## src/rtl/std_div_pkg.sv

```systemverilog
// Shared types and sizing helpers for the iterative divide/modulo primitive.
package std_div_pkg;

  typedef enum logic [1:0] {IDLE, RUN, FIN, DONE} div_state_t;

  localparam int unsigned DIV_WIDTH_DEFAULT = 32;

  // Counter wide enough to hold 0..width.
  function automatic int unsigned cnt_width(input int unsigned width);
    return $clog2(width + 1);
  endfunction

endpackage

```

## src/rtl/std_divmod_core.sv

```systemverilog
// Unsigned restoring divider datapath: one quotient bit per step, counter flags the last step.
module std_divmod_core
  import std_div_pkg::*;
#(
  parameter int unsigned WIDTH = DIV_WIDTH_DEFAULT
) (
  input  logic             clk,
  input  logic             rst_n,
  input  logic             load,
  input  logic             step,
  input  logic [WIDTH-1:0] dvd_in,
  input  logic [WIDTH-1:0] dvs_in,
  output logic [WIDTH-1:0] quo,
  output logic [WIDTH-1:0] rem,
  output logic             last
);

  localparam int unsigned CW = cnt_width(WIDTH);

  logic [WIDTH-1:0] dvd_q, dvd_d;
  logic [WIDTH-1:0] dvs_q, dvs_d;
  logic [WIDTH-1:0] quo_q, quo_d;
  logic [WIDTH-1:0] rem_q, rem_d;
  logic [CW-1:0]    cnt_q, cnt_d;
  logic [WIDTH:0]   trial;

  // The partial remainder is always below the divisor after a step, so only
  // the WIDTH+1-bit trial value needs the extra bit.
  always_comb begin
    dvd_d = dvd_q;
    dvs_d = dvs_q;
    quo_d = quo_q;
    rem_d = rem_q;
    cnt_d = cnt_q;
    trial = {rem_q, dvd_q[WIDTH-1]};
    if (load) begin
      dvd_d = dvd_in;
      dvs_d = dvs_in;
      quo_d = '0;
      rem_d = '0;
      cnt_d = '0;
    end else if (step) begin
      dvd_d = {dvd_q[WIDTH-2:0], 1'b0};
      if (trial >= {1'b0, dvs_q}) begin
        rem_d = WIDTH'(trial - {1'b0, dvs_q});
        quo_d = {quo_q[WIDTH-2:0], 1'b1};
      end else begin
        rem_d = trial[WIDTH-1:0];
        quo_d = {quo_q[WIDTH-2:0], 1'b0};
      end
      cnt_d = cnt_q + CW'(1);
    end
  end

  always_ff @(posedge clk or negedge rst_n) begin
    if (!rst_n) begin
      dvd_q <= '0;
      dvs_q <= '0;
      quo_q <= '0;
      rem_q <= '0;
      cnt_q <= '0;
    end else begin
      dvd_q <= dvd_d;
      dvs_q <= dvs_d;
      quo_q <= quo_d;
      rem_q <= rem_d;
      cnt_q <= cnt_d;
    end
  end

  assign quo  = quo_q;
  assign rem  = rem_q;
  assign last = (cnt_q == CW'(WIDTH - 1));

endmodule

```

## src/rtl/std_divmod_pipe_ext.sv

```systemverilog
// Multi-cycle go/done divider returning quotient and remainder, with signed,
// floored-remainder and divide-by-zero handling around an unsigned core.
module std_divmod_pipe_ext
  import std_div_pkg::*;
#(
  parameter int unsigned WIDTH   = DIV_WIDTH_DEFAULT,
  parameter bit          SIGNED  = 1'b0,
  parameter bit          FLOORED = 1'b0
) (
  input  logic             clk,
  input  logic             reset,
  input  logic             go,
  input  logic [WIDTH-1:0] left,
  input  logic [WIDTH-1:0] right,
  output logic [WIDTH-1:0] out_quotient,
  output logic [WIDTH-1:0] out_remainder,
  output logic             div_by_zero,
  output logic             done
);

  div_state_t state_q, state_d;

  logic             start, step, commit, done_d, done_q;
  logic [WIDTH-1:0] left_q, left_d, right_q, right_d;
  logic             sgn_l_q, sgn_l_d, sgn_r_q, sgn_r_d;
  logic [WIDTH-1:0] quot_q, quot_d, rem_q, rem_d;
  logic             dbz_q, dbz_d;
  logic             neg_l, neg_r;
  logic [WIDTH-1:0] mag_l, mag_r;
  logic [WIDTH-1:0] core_quo, core_rem, fix_q, fix_r;
  logic             core_last;

  always_comb begin
    state_d = state_q;
    unique case (state_q)
      IDLE:    if (go) state_d = (left == '0 || right == '0) ? FIN : RUN;
      RUN:     if (!go) state_d = IDLE; else if (core_last) state_d = FIN;
      FIN:     state_d = go ? DONE : IDLE;
      DONE:    state_d = IDLE;
      default: state_d = IDLE;
    endcase
  end

  always_comb begin
    start  = (state_q == IDLE) && go;
    step   = (state_q == RUN)  && go;
    commit = (state_q == FIN)  && go;
    done_d = (state_q == DONE);
  end

  // MIN negates to itself, which is exactly 2^(WIDTH-1) when read as unsigned.
  always_comb begin
    neg_l   = SIGNED && left[WIDTH-1];
    neg_r   = SIGNED && right[WIDTH-1];
    mag_l   = neg_l ? -left  : left;
    mag_r   = neg_r ? -right : right;
    left_d  = start ? left  : left_q;
    right_d = start ? right : right_q;
    sgn_l_d = start ? neg_l : sgn_l_q;
    sgn_r_d = start ? neg_r : sgn_r_q;
  end

  std_divmod_core #(
    .WIDTH (WIDTH)
  ) u_core (
    .clk    (clk),
    .rst_n  (reset),
    .load   (start),
    .step   (step),
    .dvd_in (mag_l),
    .dvs_in (mag_r),
    .quo    (core_quo),
    .rem    (core_rem),
    .last   (core_last)
  );

  always_comb begin
    fix_q = core_quo;
    fix_r = core_rem;
    if (SIGNED) begin
      if (sgn_l_q != sgn_r_q) fix_q = -core_quo;
      if (sgn_l_q) fix_r = -core_rem;
      if (FLOORED && fix_r != '0 && fix_r[WIDTH-1] != sgn_r_q) begin
        fix_r = fix_r + right_q;
        fix_q = fix_q - WIDTH'(1);
      end
    end
  end

  always_comb begin
    quot_d = quot_q;
    rem_d  = rem_q;
    dbz_d  = dbz_q;
    if (commit) begin
      if (right_q == '0) begin
        quot_d = '1;
        rem_d  = left_q;
        dbz_d  = 1'b1;
      end else begin
        quot_d = fix_q;
        rem_d  = fix_r;
        dbz_d  = 1'b0;
      end
    end
  end

  always_ff @(posedge clk or negedge reset) begin
    if (!reset) begin
      state_q <= IDLE;
      done_q  <= 1'b0;
      left_q  <= '0;
      right_q <= '0;
      sgn_l_q <= 1'b0;
      sgn_r_q <= 1'b0;
      quot_q  <= '0;
      rem_q   <= '0;
      dbz_q   <= 1'b0;
    end else begin
      state_q <= state_d;
      done_q  <= done_d;
      left_q  <= left_d;
      right_q <= right_d;
      sgn_l_q <= sgn_l_d;
      sgn_r_q <= sgn_r_d;
      quot_q  <= quot_d;
      rem_q   <= rem_d;
      dbz_q   <= dbz_d;
    end
  end

  assign out_quotient  = quot_q;
  assign out_remainder = rem_q;
  assign div_by_zero   = dbz_q;
  assign done          = done_q;

endmodule

```

## config.mk

```make
export PLATFORM = sky130hd
export DESIGN_NAME = std_divmod_pipe_ext
export DESIGN_NICKNAME = d
export VERILOG_FILES = /design/src/rtl/std_div_pkg.sv /design/src/rtl/std_divmod_core.sv /design/src/rtl/std_divmod_pipe_ext.sv
export SDC_FILE = /design/constraint.sdc
export NUM_CORES = 1
export LEC_CHECK = 0
export ABC_AREA = 0
export CAP_MARGIN = 20
export CORE_ASPECT_RATIO = 1.1
export CORE_MARGIN = 10
export CORE_UTILIZATION = 52
export CTS_CLUSTER_DIAMETER = 200
export DETAILED_ROUTE_END_ITERATION = 10
export GPL_ROUTABILITY_DRIVEN = 0
export MAX_ROUTING_LAYER = met4
export PLACE_DENSITY = 0.8
export SKIP_LAST_GASP = 1
export SYNTH_ARGS = -nofsm -noshare
export SYNTH_HDL_FRONTEND = slang
export SYNTH_HIERARCHICAL = 1
export SYNTH_SLANG_ARGS = --single-unit
```

## constraint.sdc

```tcl
create_clock -name clk -period 2.59 [get_ports clk]
set_input_delay 0.259 -clock clk [delete_from_list [all_inputs] [get_ports clk]]
set_output_delay 0.259 -clock clk [all_outputs]
set_load 0.02 [all_outputs]
```

=== Word-level counts from Yosys, hierarchy flattened ===
Cells that the tools add are included.

* $add $sub $neg: 2
* Order comparisons: 1
* Equality and inequality tests: 6
* Muxes and demuxes: 19
* Reduce and logical (&&, ||, !) cells: 10

{| class="wikitable"
|+ Operator list
! kind !! number
|-
| two-way mux 32 bit || 9
|-
| zero test 32 bit || 3
|-
| greater-or-equal comparator 33 x 32 -> 1 bit || 1
|-
| subtractor 32 bit || 1
|-
| two-way mux 6 bit || 2
|-
| two-way mux 2 bit || 5
|-
| one-hot mux 2 bit (4 select lines) || 1
|-
| adder 6 x 1 -> 6 bit, second input constant || 1
|-
| == test 6 x 5 -> 1 bit, second input constant || 1
|-
| == test 2 bit, second input constant || 2
|-
| logical AND 1 bit || 3
|-
| != test 3 bit, second input constant || 1
|-
| == test 2 x 1 -> 1 bit, second input constant || 1
|-
| zero test 2 bit || 1
|-
| two-way mux 1 bit || 2
|-
| != test 2 bit, second input constant || 1
|-
| AND reduction 2 bit || 1
|-
| nonzero test 2 bit || 1
|-
| logical OR 1 bit || 1
|}

* Register bits: 234
* Bits of input ports: 67
* Output and inout bits: 66
* Logic and storage cells: 49

=== Depth between registers and ports, before layout ===
Gate-level depths: netlist (run 1).

* Word-level depth: 5
* Mapped depth: 13
* Mapped depth without buffers: 12

=== By module ===
Netlist (run 1), hierarchy kept.

{| class="wikitable"
|+ Modules (own cells, without submodules)
! module !! instances !! cells an instance !! area each (sq um) !! sequential area each (sq um)
|-
| std_divmod_core || 1 || 805 || 7521.0 || 3353.2
|-
| std_divmod_pipe_ext || 1 || 509 || 5715.5 || 3303.2
|}

=== Worst setup path before layout (run 1) ===
OpenSTA, ideal clock, no wires.

* Kind: reg-to-reg
* Start: reg u_core.rem_q[12], in the netlist u_core/rem[12]
* End: reg u_core.rem_q[28], in the netlist u_core/rem[28]
* Setup time: 0.099 ns
* Arrival time: 2.753 ns
* Setup slack: -0.262 ns
* Stages on the path, launching flop included: 12
* Period minus slack after synthesis: 2.852 ns
* Cells stage by stage: dfrtp_1 > ha_1 > buf_2 > a21o_1 > a221o_1 > a221oi_2 > o211ai_1 > a211o_1 > a221oi_2 > xnor2_1 > nand2_1 > a311oi_1

* Cells in the longest elaborated chain, start to end: 4
* Elaborated cells between the ends (all ways): 5

{| class="wikitable"
|+ RTL lines
! element !! line !! source
|-
| start, declared || std_divmod_core.sv:23 || <nowiki>logic [WIDTH-1:0] rem_q, rem_d;</nowiki>
|-
| start signal, assigned || std_divmod_core.sv:66 || <nowiki>rem_q <= rem_d;</nowiki>
|-
| subtractor 32 bit / greater-or-equal comparator 33 x 32 -> 1 bit (equally long branches) || std_divmod_core.sv:45, std_divmod_core.sv:44 ||
|-
| two-way mux 32 bit (*) || std_divmod_core.sv:44 || <nowiki>if (trial >= {1'b0, dvs_q}) begin</nowiki>
|-
| two-way mux 32 bit (*) || std_divmod_core.sv:42 || <nowiki>end else if (step) begin</nowiki>
|-
| two-way mux 32 bit (*) || std_divmod_core.sv:36 || <nowiki>if (load) begin</nowiki>
|}

Every way passes the cells marked *; elsewhere a longest branch is shown, timed or not. The select of a mux whose other input is x is not followed.
A chain may end at the register's enable or synchronous reset.

=== Final worst setup path (run 1) ===
* Start: reg u_core.dvs_q[13]
* End: reg u_core.rem_q[28], in the netlist u_core/rem[28]

* Cells in the longest elaborated chain, start to end: 4
* Elaborated cells between the ends (all ways): 5

{| class="wikitable"
|+ RTL lines
! element !! line !! source
|-
| start, declared || std_divmod_core.sv:21 || <nowiki>logic [WIDTH-1:0] dvs_q, dvs_d;</nowiki>
|-
| start signal, assigned || std_divmod_core.sv:64 || <nowiki>dvs_q <= dvs_d;</nowiki>
|-
| subtractor 32 bit / greater-or-equal comparator 33 x 32 -> 1 bit (equally long branches) || std_divmod_core.sv:45, std_divmod_core.sv:44 ||
|-
| two-way mux 32 bit (*) || std_divmod_core.sv:44 ||
|-
| two-way mux 32 bit (*) || std_divmod_core.sv:42 ||
|-
| two-way mux 32 bit (*) || std_divmod_core.sv:36 ||
|}

Marks and branches as above.

==> load_flow_metrics.sql, run 1 <==
INSERT INTO impl_metrics (metric_group, metric, value, unit) VALUES
('logic_synthesis', 'netlist_instances', '1314', ''),
('global_routing', 'global_route_wire_length_before_repair', '61400', 'um'),
('finish', 'antennaDiodeCount', '0', ''),
('sta', 'finalSetupViolations', '32', ''),
('setup_path', 'timing.critical_path.from_type', 'flip-flop', ''),
('floorplanning', 'placementRows', '61', ''),
('global_routing', 'grt_start_max_net_pins', '87', ''),
('routing', 'detail_route.wl_per_cell', '20.7', 'um'),
('sta', 'rsz0062_at_grt', 'true', ''),
('floorplanning', 'chipHeight', '187', 'um'),
('placement', 'preCtsSetupSlack', '-0.265', 'ns'),
('floorplanning', 'die_x', '172', 'um'),
('finish', 'postLayoutCoreUtil', '0.697', ''),
('logic_synthesis', 'ys_seq_elements', '266', ''),
('finish', 'num-nets-final', '1652', ''),
('power', 'power.density', '1140', 'nW/um2'),
('setup_path', 'crit_path_max_fanout', '2', ''),
('placement', 'numPlacedInstances', '1801', ''),
('finish', 'multi_input_comb_area', '6600', 'um2'),
('power', 'power_leakage', '7.49', 'nW'),
('logic_synthesis', 'yosysWarningCount', '6', ''),
('logic_synthesis', 'netlist_area', '13200', 'um2'),
('sta', 'timing_hold_violations_final', '0', ''),
('status', 'run_status', 'finished with violations', ''),
('clocking', 'cts_htree_levels', '1', ''),
('clocking', 'clk_root_buffer_cell', 'sky130_fd_sc_hd__clkbuf_16', ''),
('clocking', 'clk_pin_slew', '0.06', 'ns'),
('sta', 'timing.final.crit_share', '1.12', ''),
('floorplanning', 'core_outline_area', '25200', 'um2'),
('power', 'internal-power', '12.5', 'mW'),
('finish', 'final-seq-area', '6660', 'um2'),
('routing', 'vias_per_cell', '6.04', ''),
('logic_synthesis', 'post-synth-top-area-cell', 'sky130_fd_sc_hd__dfrtp_1', ''),
('logic_synthesis', 'synth.lib_cells_used.distinct', '63', ''),
('power', 'power.sequential.fraction', '0.307', ''),
('setup_path', 'reg2regPathDepth', '11', ''),
('sta', 'finalWorstSetupSlack', '-0.316', 'ns'),
('logic_synthesis', 'synth_top_area_share', '0.503', ''),
('power', 'switching_share', '0.376', ''),
('logic_synthesis', 'seq_area_frac_synth', '0.503', ''),
('routing', 'num_vias', '11400', ''),
('sta', 'achievable-frequency', '344', 'MHz'),
('hold_path', 'hp-class', 'primary input to asynchronous set/reset pin', ''),
('job', 'max_cap_viol_count', '0', ''),
('status', 'failed_checks', 'negative setup slack', ''),
('logic_synthesis', 'post_synth_main_area_contributors', 'sky130_fd_sc_hd__dfrtp_1, sky130_fd_sc_hd__mux2i_1, sky130_fd_sc_hd__mux2_2', ''),
('power', 'clock_power_share', '0.193', ''),
('floorplanning', 'ioPinCount', '133', ''),
('sta', 'slew_viol_final', '0', ''),
('setup_path', 'crit_type', 'flip-flop to flip-flop', ''),
('setup_path', 'rrSetupSlack', '-0.32', 'ns'),
('setup_path', 'r2r-start', 'u_core/dvs_q[13]', ''),
('clocking', 'ctsLongestPathBuffers', '3', ''),
('floorplanning', 'initial_utilization', '0.526', ''),
('power', 'p_sw', '7.51', 'mW'),
('clocking', 'number_of_buffers_created_by_cts', '28', ''),
('finish', 'drive_gt1_frac', '0.252', ''),
('clocking', 'cts_tree', 'yes', ''),
('logic_synthesis', 'synthesis.area_per_instance', '10.1', 'um2'),
('sta', 'slew_headroom', '0.547', ''),
('logic_synthesis', 'post_synthesis_net_count', '1415', ''),
('routing', 'drtPass1Iterations', '8', ''),
('power', 'ir_worst_vdd', '795', 'uV'),
('logic_synthesis', 'async_set_or_reset_register_ratio_after_synthesis', '1.00', ''),
('global_routing', 'first_global_vias', '11600', ''),
('sta', 'finalCriticalPeriod', '2.91', 'ns'),
('clocking', 'clock_sinks', '266', ''),
('placement', 'post-dp-hpwl', '25600', 'um'),
('floorplanning', 'die-area', '32200', 'um2'),
('logic_synthesis', 'synth_edf_count', '0', ''),
('sta', 'clock_skew', '0.0146', 'ns');
how the worst max path moves through the flow:
stage                                 to             start  cells past startpoint  slack, ns
after global routing      u_core/rem[28]  u_core/dvs_q[13]                     11      -0.39
after detailed placement  u_core/rem[28]  u_core/dvs_q[15]                     11      -0.27
final                     u_core/rem[28]  u_core/dvs_q[13]                     11      -0.32
after CTS                 u_core/rem[28]  u_core/dvs_q[13]                     11      -0.19
after global placement    u_core/rem[28]  u_core/dvs_q[15]                     11      -0.22
after floorplan           u_core/rem[28]    u_core/rem[12]                     11      -0.16
cell usage in the layout, fill, tap and decap left out, types with 13 or more instances in the layout:
cell	instances
sky130_fd_sc_hd__nand2_1	93
sky130_fd_sc_hd__xnor2_1	17
sky130_fd_sc_hd__nand3_1	37
sky130_fd_sc_hd__buf_6	15
sky130_fd_sc_hd__xor2_1	14
sky130_fd_sc_hd__nand4_1	15
sky130_fd_sc_hd__clkbuf_16	29
sky130_fd_sc_hd__inv_1	29
sky130_fd_sc_hd__clkdlybuf4s50_1	131
sky130_fd_sc_hd__mux2_2	65
sky130_fd_sc_hd__inv_2	13
sky130_fd_sc_hd__buf_4	130
sky130_fd_sc_hd__a31oi_1	33
sky130_fd_sc_hd__nor2_1	177
sky130_fd_sc_hd__o21ai_0	110
sky130_fd_sc_hd__ha_4	19
sky130_fd_sc_hd__a21oi_1	48
sky130_fd_sc_hd__buf_12	17
sky130_fd_sc_hd__mux2i_1	78
sky130_fd_sc_hd__nor4_1	24
sky130_fd_sc_hd__dfrtp_1	265
sky130_fd_sc_hd__a21o_1	18
cell type report:
class / instances / area share
clock buffers: 45 / 0.0482
clock inverters: 5 / 0.00192
inverters: 42 / 0.00898
multi-input cells: 916 / 0.376
flip-flops and latches: 266 / 0.379
well taps: 315 / 0.0225
repair buffers: 297 / 0.163
repair_timing:
action | in CTS | in global routing
cloned | 2 | 0
gates resized for setup | 96 | 56
setup endpoints to repair | 33 | 33
hold endpoints to repair | 81 | 0
buffers inserted | 20 | 15
hold buffers | 1 | 0
pin swaps | 71 | 45
worst max-delay path, cell delays in order (launching register included):
cell	delay, ns
sky130_fd_sc_hd__dfrtp_1	0.39
sky130_fd_sc_hd__inv_2	0.09
sky130_fd_sc_hd__ha_4	0.20
sky130_fd_sc_hd__a21o_1	0.17
sky130_fd_sc_hd__a221o_1	0.37
sky130_fd_sc_hd__a221oi_2	0.28
sky130_fd_sc_hd__o211ai_1	0.21
sky130_fd_sc_hd__a211o_1	0.39
sky130_fd_sc_hd__a221oi_2	0.26
sky130_fd_sc_hd__xnor2_1	0.15
sky130_fd_sc_hd__nand2_1	0.08
sky130_fd_sc_hd__a311oi_1	0.22
cell families after synthesis:
group,share of synthesized area
xor gates and xnor gates,0.0218
DFF,0.503
buffers and inverters,0.0497
muxes,0.116
and+or+nand+nor,0.137
AOI/OAI and AO/OA,0.140
adders and majority gates,0.0327
cell usage after synthesis, drive strengths merged, types with 2 or more instances:
cell,n
nand2,101
clkbuf,48
o21ai,126
nor2b,5
a31oi,34
o21bai,4
a211o,4
nor3,3
mux2i,79
nor2,181
a221oi,3
nand3b,2
xnor2,18
inv,42
nor4,28
nand4,15
ha,33
and4,3
nor3b,2
a211oi,22
o211ai,5
buf,42
or3,2
dfrtp,266
xor2,15
a21o,18
a21oi,63
and3,4
nand3,41
and2,3
mux2,66
nand2b,8
a311oi,11
a31o,2
state kept, by name, indices dropped and copies added (netlist names):
name / count
right_q: 32
state_q: 2
out_remainder: 32
done: 1
left_q: 32
u_core/dvd_q: 32
u_core/cnt_q: 6
u_core/dvs_q: 32
out_quotient: 32
u_core/rem: 32
u_core/quo: 32
div_by_zero: 1
power by group through the flow:
stage | combinational [mW] | clock (mW) | sequential (mW)
5_1_grt | 10.6 | 4.07 | 6.26
6_report | 10.0 | 3.85 | 6.12
2_1_floorplan | 4.02 | 0 | 6.61
3_5_place_dp | 8.03 | 0 | 6.14
4_1_cts | 9.13 | 3.90 | 6.11
3_3_place_gp | 7.81 | 0 | 6.08
metrics by stage:
| stage | area (um2) | hold WS (ns) |
|---|---|---|
| 2_1_floorplan | 13300 | -0.0366 |
| 3_3_place_gp | 15700 | 0.304 |
| 3_5_place_dp | 15700 | 0.303 |
| 4_1_cts | 17200 | 0.333 |
| 5_1_grt | 17600 | 0.363 |
| 6_report | 17600 | 0.317 |
per-layer routing:
layer,share of wire,track usage,up-vias
met5,0,-,-
met4,0.052,0.108,0
met3,0.071,0.0412,156
met2,0.48,0.386,545
met1,0.39,0.290,5597
li1,-,-,5101
Note: power is estimated with default switching activity, not from simulation.
==> run 2: changes to the inputs <==
ABC_AREA = 1   (was 0)
CORE_UTILIZATION = 50   (was 52)
PLACE_DENSITY = 0.77   (was 0.8)
==> run 2 against run 1 <==
The run now ends clean. Synthesized cell count is 43% higher. Final cell count is 26% higher. Area after synthesis is 7.0% higher. Largest power group unchanged. Critical path type unchanged. Utilization is 9.4 points lower.
==> load_flow_metrics.sql, run 2 <==
INSERT INTO impl_metrics (metric_group, metric, value, unit) VALUES
('status', 'run_status', 'finished clean', ''),
('finish', 'area_growth', '18.8', '%'),
('routing', 'drc_errors', '0', ''),
('hold_path', 'hp-class', 'primary input to asynchronous set/reset pin', ''),
('sta', 'achievable-frequency', '411', 'MHz'),
('power', 'ir_worst_vdd', '669', 'uV'),
('logic_synthesis', 'netlist_area', '14200', 'um2'),
('floorplanning', 'initial_utilization', '0.508', ''),
('floorplanning', 'placementRows', '64', ''),
('job', 'max_cap_viol_count', '0', ''),
('logic_synthesis', 'seq_area_frac_synth', '0.470', ''),
('logic_synthesis', 'synth.lib_cells_used.distinct', '40', ''),
('finish', 'leading_cell_type_in_the_layout_fill_and_taps_excluded', 'sky130_fd_sc_hd__nand2_1', ''),
('sta', 'setup-tns-final', '0', 'ns'),
('floorplanning', 'chipHeight', '196', 'um'),
('routing', 'num_vias', '12600', ''),
('global_routing', 'global_route_wire_length_before_repair', '62500', 'um'),
('global_routing', 'antenna_found_initial', '0', ''),
('setup_path', 'rrSetupSlack', '0.15', 'ns'),
('logic_synthesis', 'netlist_top_cells_count', 'sky130_fd_sc_hd__nand2_1, sky130_fd_sc_hd__inv_1, sky130_fd_sc_hd__dfrtp_1', ''),
('sta', 'finalSetupViolations', '0', ''),
('placement', 'numPlacedInstances', '2322', ''),
('routing', 'first_iter_violations', '1248', ''),
('logic_synthesis', 'async_set_or_reset_register_ratio_after_synthesis', '1.00', ''),
('sta', 'minimum_hold_slack', '0.345', 'ns'),
('sta', 'worst_pin_slew', '1.08', 'ns'),
('logic_synthesis', 'synthesis.area_per_instance', '7.51', 'um2'),
('logic_synthesis', 'synth_top_area_share', '0.470', ''),
('clocking', 'clk_pin_slew', '0.06', 'ns'),
('clocking', 'clock_sinks', '266', ''),
('finish', 'final-seq-area', '6660', 'um2'),
('setup_path', 'worstSetupEndpointType', 'flip-flop', ''),
('finish', 'most-common-layout-cells', 'sky130_fd_sc_hd__nand2_1, sky130_fd_sc_hd__inv_1, sky130_fd_sc_hd__dfrtp_1, sky130_fd_sc_hd__clkdlybuf4s50_1, sky130_fd_sc_hd__o21ai_0', ''),
('setup_path', 'critical_path.startpoint', 'u_core/rem[16]', ''),
('finish', 'fill_cells', '2435', ''),
('logic_synthesis', 'post_synth_main_area_contributors', 'sky130_fd_sc_hd__dfrtp_1, sky130_fd_sc_hd__nand2_1, sky130_fd_sc_hd__inv_1', ''),
('routing', 'route.antenna.remaining_nets', '0', ''),
('setup_path', 'r2r-start', 'u_core/rem[16]', ''),
('placement', 'dp_area', '15800', 'um2'),
('logic_synthesis', 'synth_edf_count', '0', ''),
('global_routing', 'grt_start_max_net_pins', '173', ''),
('routing', 'vias_per_cell', '5.33', ''),
('placement', 'preCtsSetupSlack', '0.162', 'ns'),
('clocking', 'cts_tree', 'yes', ''),
('clocking', 'clk_root_buffer_cell', 'sky130_fd_sc_hd__clkbuf_16', ''),
('sta', 'finalWorstSetupSlack', '0.154', 'ns'),
('setup_path', 'timing.critical_path.from_type', 'flip-flop', ''),
('finish', 'finish.cell_count_without_fillers', '2373', ''),
('floorplanning', 'die-area', '35500', 'um2'),
('finish', 'postLayoutCoreUtil', '0.603', ''),
('power', 'p_sw', '7.08', 'mW'),
('finish', 'num-nets-final', '2092', ''),
('clocking', 'worst_skew_pair.late_latency', '0.54', 'ns'),
('logic_synthesis', 'netlist_instances', '1884', ''),
('logic_synthesis', 'ys_dominant_reg_cell', 'sky130_fd_sc_hd__dfrtp_1', ''),
('global_routing', 'globalRoute.totalOverflow', '0', ''),
('placement', 'post-dp-hpwl', '28100', 'um'),
('setup_path', 'crit_type', 'flip-flop to flip-flop', ''),
('setup_path', 'crit_path_max_fanout', '33', ''),
('routing', 'drtPass1Iterations', '5', ''),
('logic_synthesis', 'yosysWarningCount', '6', ''),
('clocking', 'ctsLongestPathBuffers', '3', ''),
('sta', 'finalCriticalPeriod', '2.44', 'ns'),
('sta', 'slew_viol_final', '0', ''),
('power', 'switching_share', '0.401', ''),
('setup_path', 'reg2regPathDepth', '10', ''),
('setup_path', 'cp.required', '2.99', 'ns'),
('sta', 'timing.final.crit_share', '0.941', ''),
('sta', 'clock_skew', '0.0159', 'ns'),
('logic_synthesis', 'post_synthesis_net_count', '1985', ''),
('finish', 'antennaDiodeCount', '0', ''),
('finish', 'multi_input_comb_area', '5940', 'um2'),
('logic_synthesis', 'ys_seq_elements', '266', ''),
('power', 'power.sequential.fraction', '0.340', ''),
('power', 'power_leakage', '8.65', 'nW'),
('floorplanning', 'ioPinCount', '133', ''),
('sta', 'slew_headroom', '0.278', ''),
('routing', 'detail_route.wl_per_cell', '16.3', 'um'),
('power', 'power.share.combinational', '0.421', ''),
('global_routing', 'groute.usage.overall', '0.217', ''),
('floorplanning', 'die_x', '180', 'um'),
('power', 'post-layout-total-power', '17.7', 'mW'),
('floorplanning', 'core_outline_area', '27900', 'um2'),
('placement', 'portBuffers', '132', ''),
('sta', 'timing_hold_violations_final', '0', ''),
('sta', 'rsz0062_at_grt', 'false', ''),
('routing', 'totalWireLength', '38800', 'um'),
('power', 'power.density', '1050', 'nW/um2'),
('setup_path', 'critPathArrivalTime', '2.83', 'ns'),
('clocking', 'number_of_buffers_created_by_cts', '28', ''),
('logic_synthesis', 'post-synth-top-area-cell', 'sky130_fd_sc_hd__dfrtp_1', ''),
('finish', 'finalInstanceArea', '16800', 'um2'),
('power', 'internal-power', '10.6', 'mW'),
('logic_synthesis', 'synth.most_common_cell', 'sky130_fd_sc_hd__nand2_1', ''),
('global_routing', 'first_global_vias', '12300', ''),
('power', 'clock_power_share', '0.239', ''),
('finish', 'drive_gt1_frac', '0.0512', ''),
('clocking', 'cts_htree_levels', '1', '');
[run 2: per-layer routing]
metal  routed length [um]  vias up  part of all wire  global-route usage
li1                     -     6110                 -                   -
met1                16100     5982              0.41               0.263
met2                18700      456              0.48               0.363
met3                 2570       91             0.066              0.0317
met4                 1460        0             0.038              0.0821
met5                    0        -                 0                   -
[run 2: cell type report]
| type | count | area share |
|---|---|---|
| clock inverter | 11 | 0.00967 |
| tap | 363 | 0.0270 |
| timing repair buffer | 155 | 0.0945 |
| sequential | 266 | 0.396 |
| clock buffer | 38 | 0.0481 |
| multi-input combinational | 1220 | 0.353 |
| inverter | 320 | 0.0714 |
[run 2: power groups by stage]
| stage | sequential [mW] | clock, mW | combinational, mW |
|---|---|---|---|
| 6_report | 6.01 | 4.22 | 7.45 |
| 5_1_grt | 6.13 | 4.45 | 8.26 |
| 4_1_cts | 6.01 | 4.27 | 7.33 |
| 3_5_place_dp | 6.07 | 0 | 7.27 |
| 3_3_place_gp | 6.02 | 0 | 7.11 |
| 2_1_floorplan | 6.21 | 0 | 4.82 |
[run 2: worst max-delay path, cell delays in order, from the launching register on]
cell and delay (ns):
sky130_fd_sc_hd__dfrtp_1 0.46, sky130_fd_sc_hd__ha_1 0.43, sky130_fd_sc_hd__nand2_1 0.17, sky130_fd_sc_hd__nor2_1 0.26, sky130_fd_sc_hd__nand2_1 0.12, sky130_fd_sc_hd__nor2_2 0.19, sky130_fd_sc_hd__nand2_4 0.16, sky130_fd_sc_hd__nand2_8 0.24
sky130_fd_sc_hd__nand2_1 0.08, sky130_fd_sc_hd__nand3_1 0.07, sky130_fd_sc_hd__o21ai_0 0.10
[run 2: cell families (layout without fill, tap and decap cells)]
kind of cell               Yosys count  in the layout  share of synthesized area
DFF                                266            266                      0.470
and+or+nand+nor                    903            903                      0.266
buffers and inverters              398            524                      0.112
AOI/OAI and AO/OA                  269            269                      0.113
xor gates and xnor gates            14             14                    0.00866
adders and majority gates           34             34                     0.0306
[run 2: what timing repair did]
action | in CTS | in global routing
gates resized for setup | 0 | 1
setup endpoints to repair | 0 | 7
setup buffers | 0 | 0
hold endpoints to repair | 82 | 0
hold buffers | 1 | 0
[run 2: path summary, 6_finish.rpt]
path / endpoint
max: u_core/rem[0]
min: out_quotient[15]
min in group clk: state_q[1]
max in group asynchronous: u_core/dvs_q[26]
max reg2reg: u_core/rem[0]
min reg2reg: out_quotient[14]
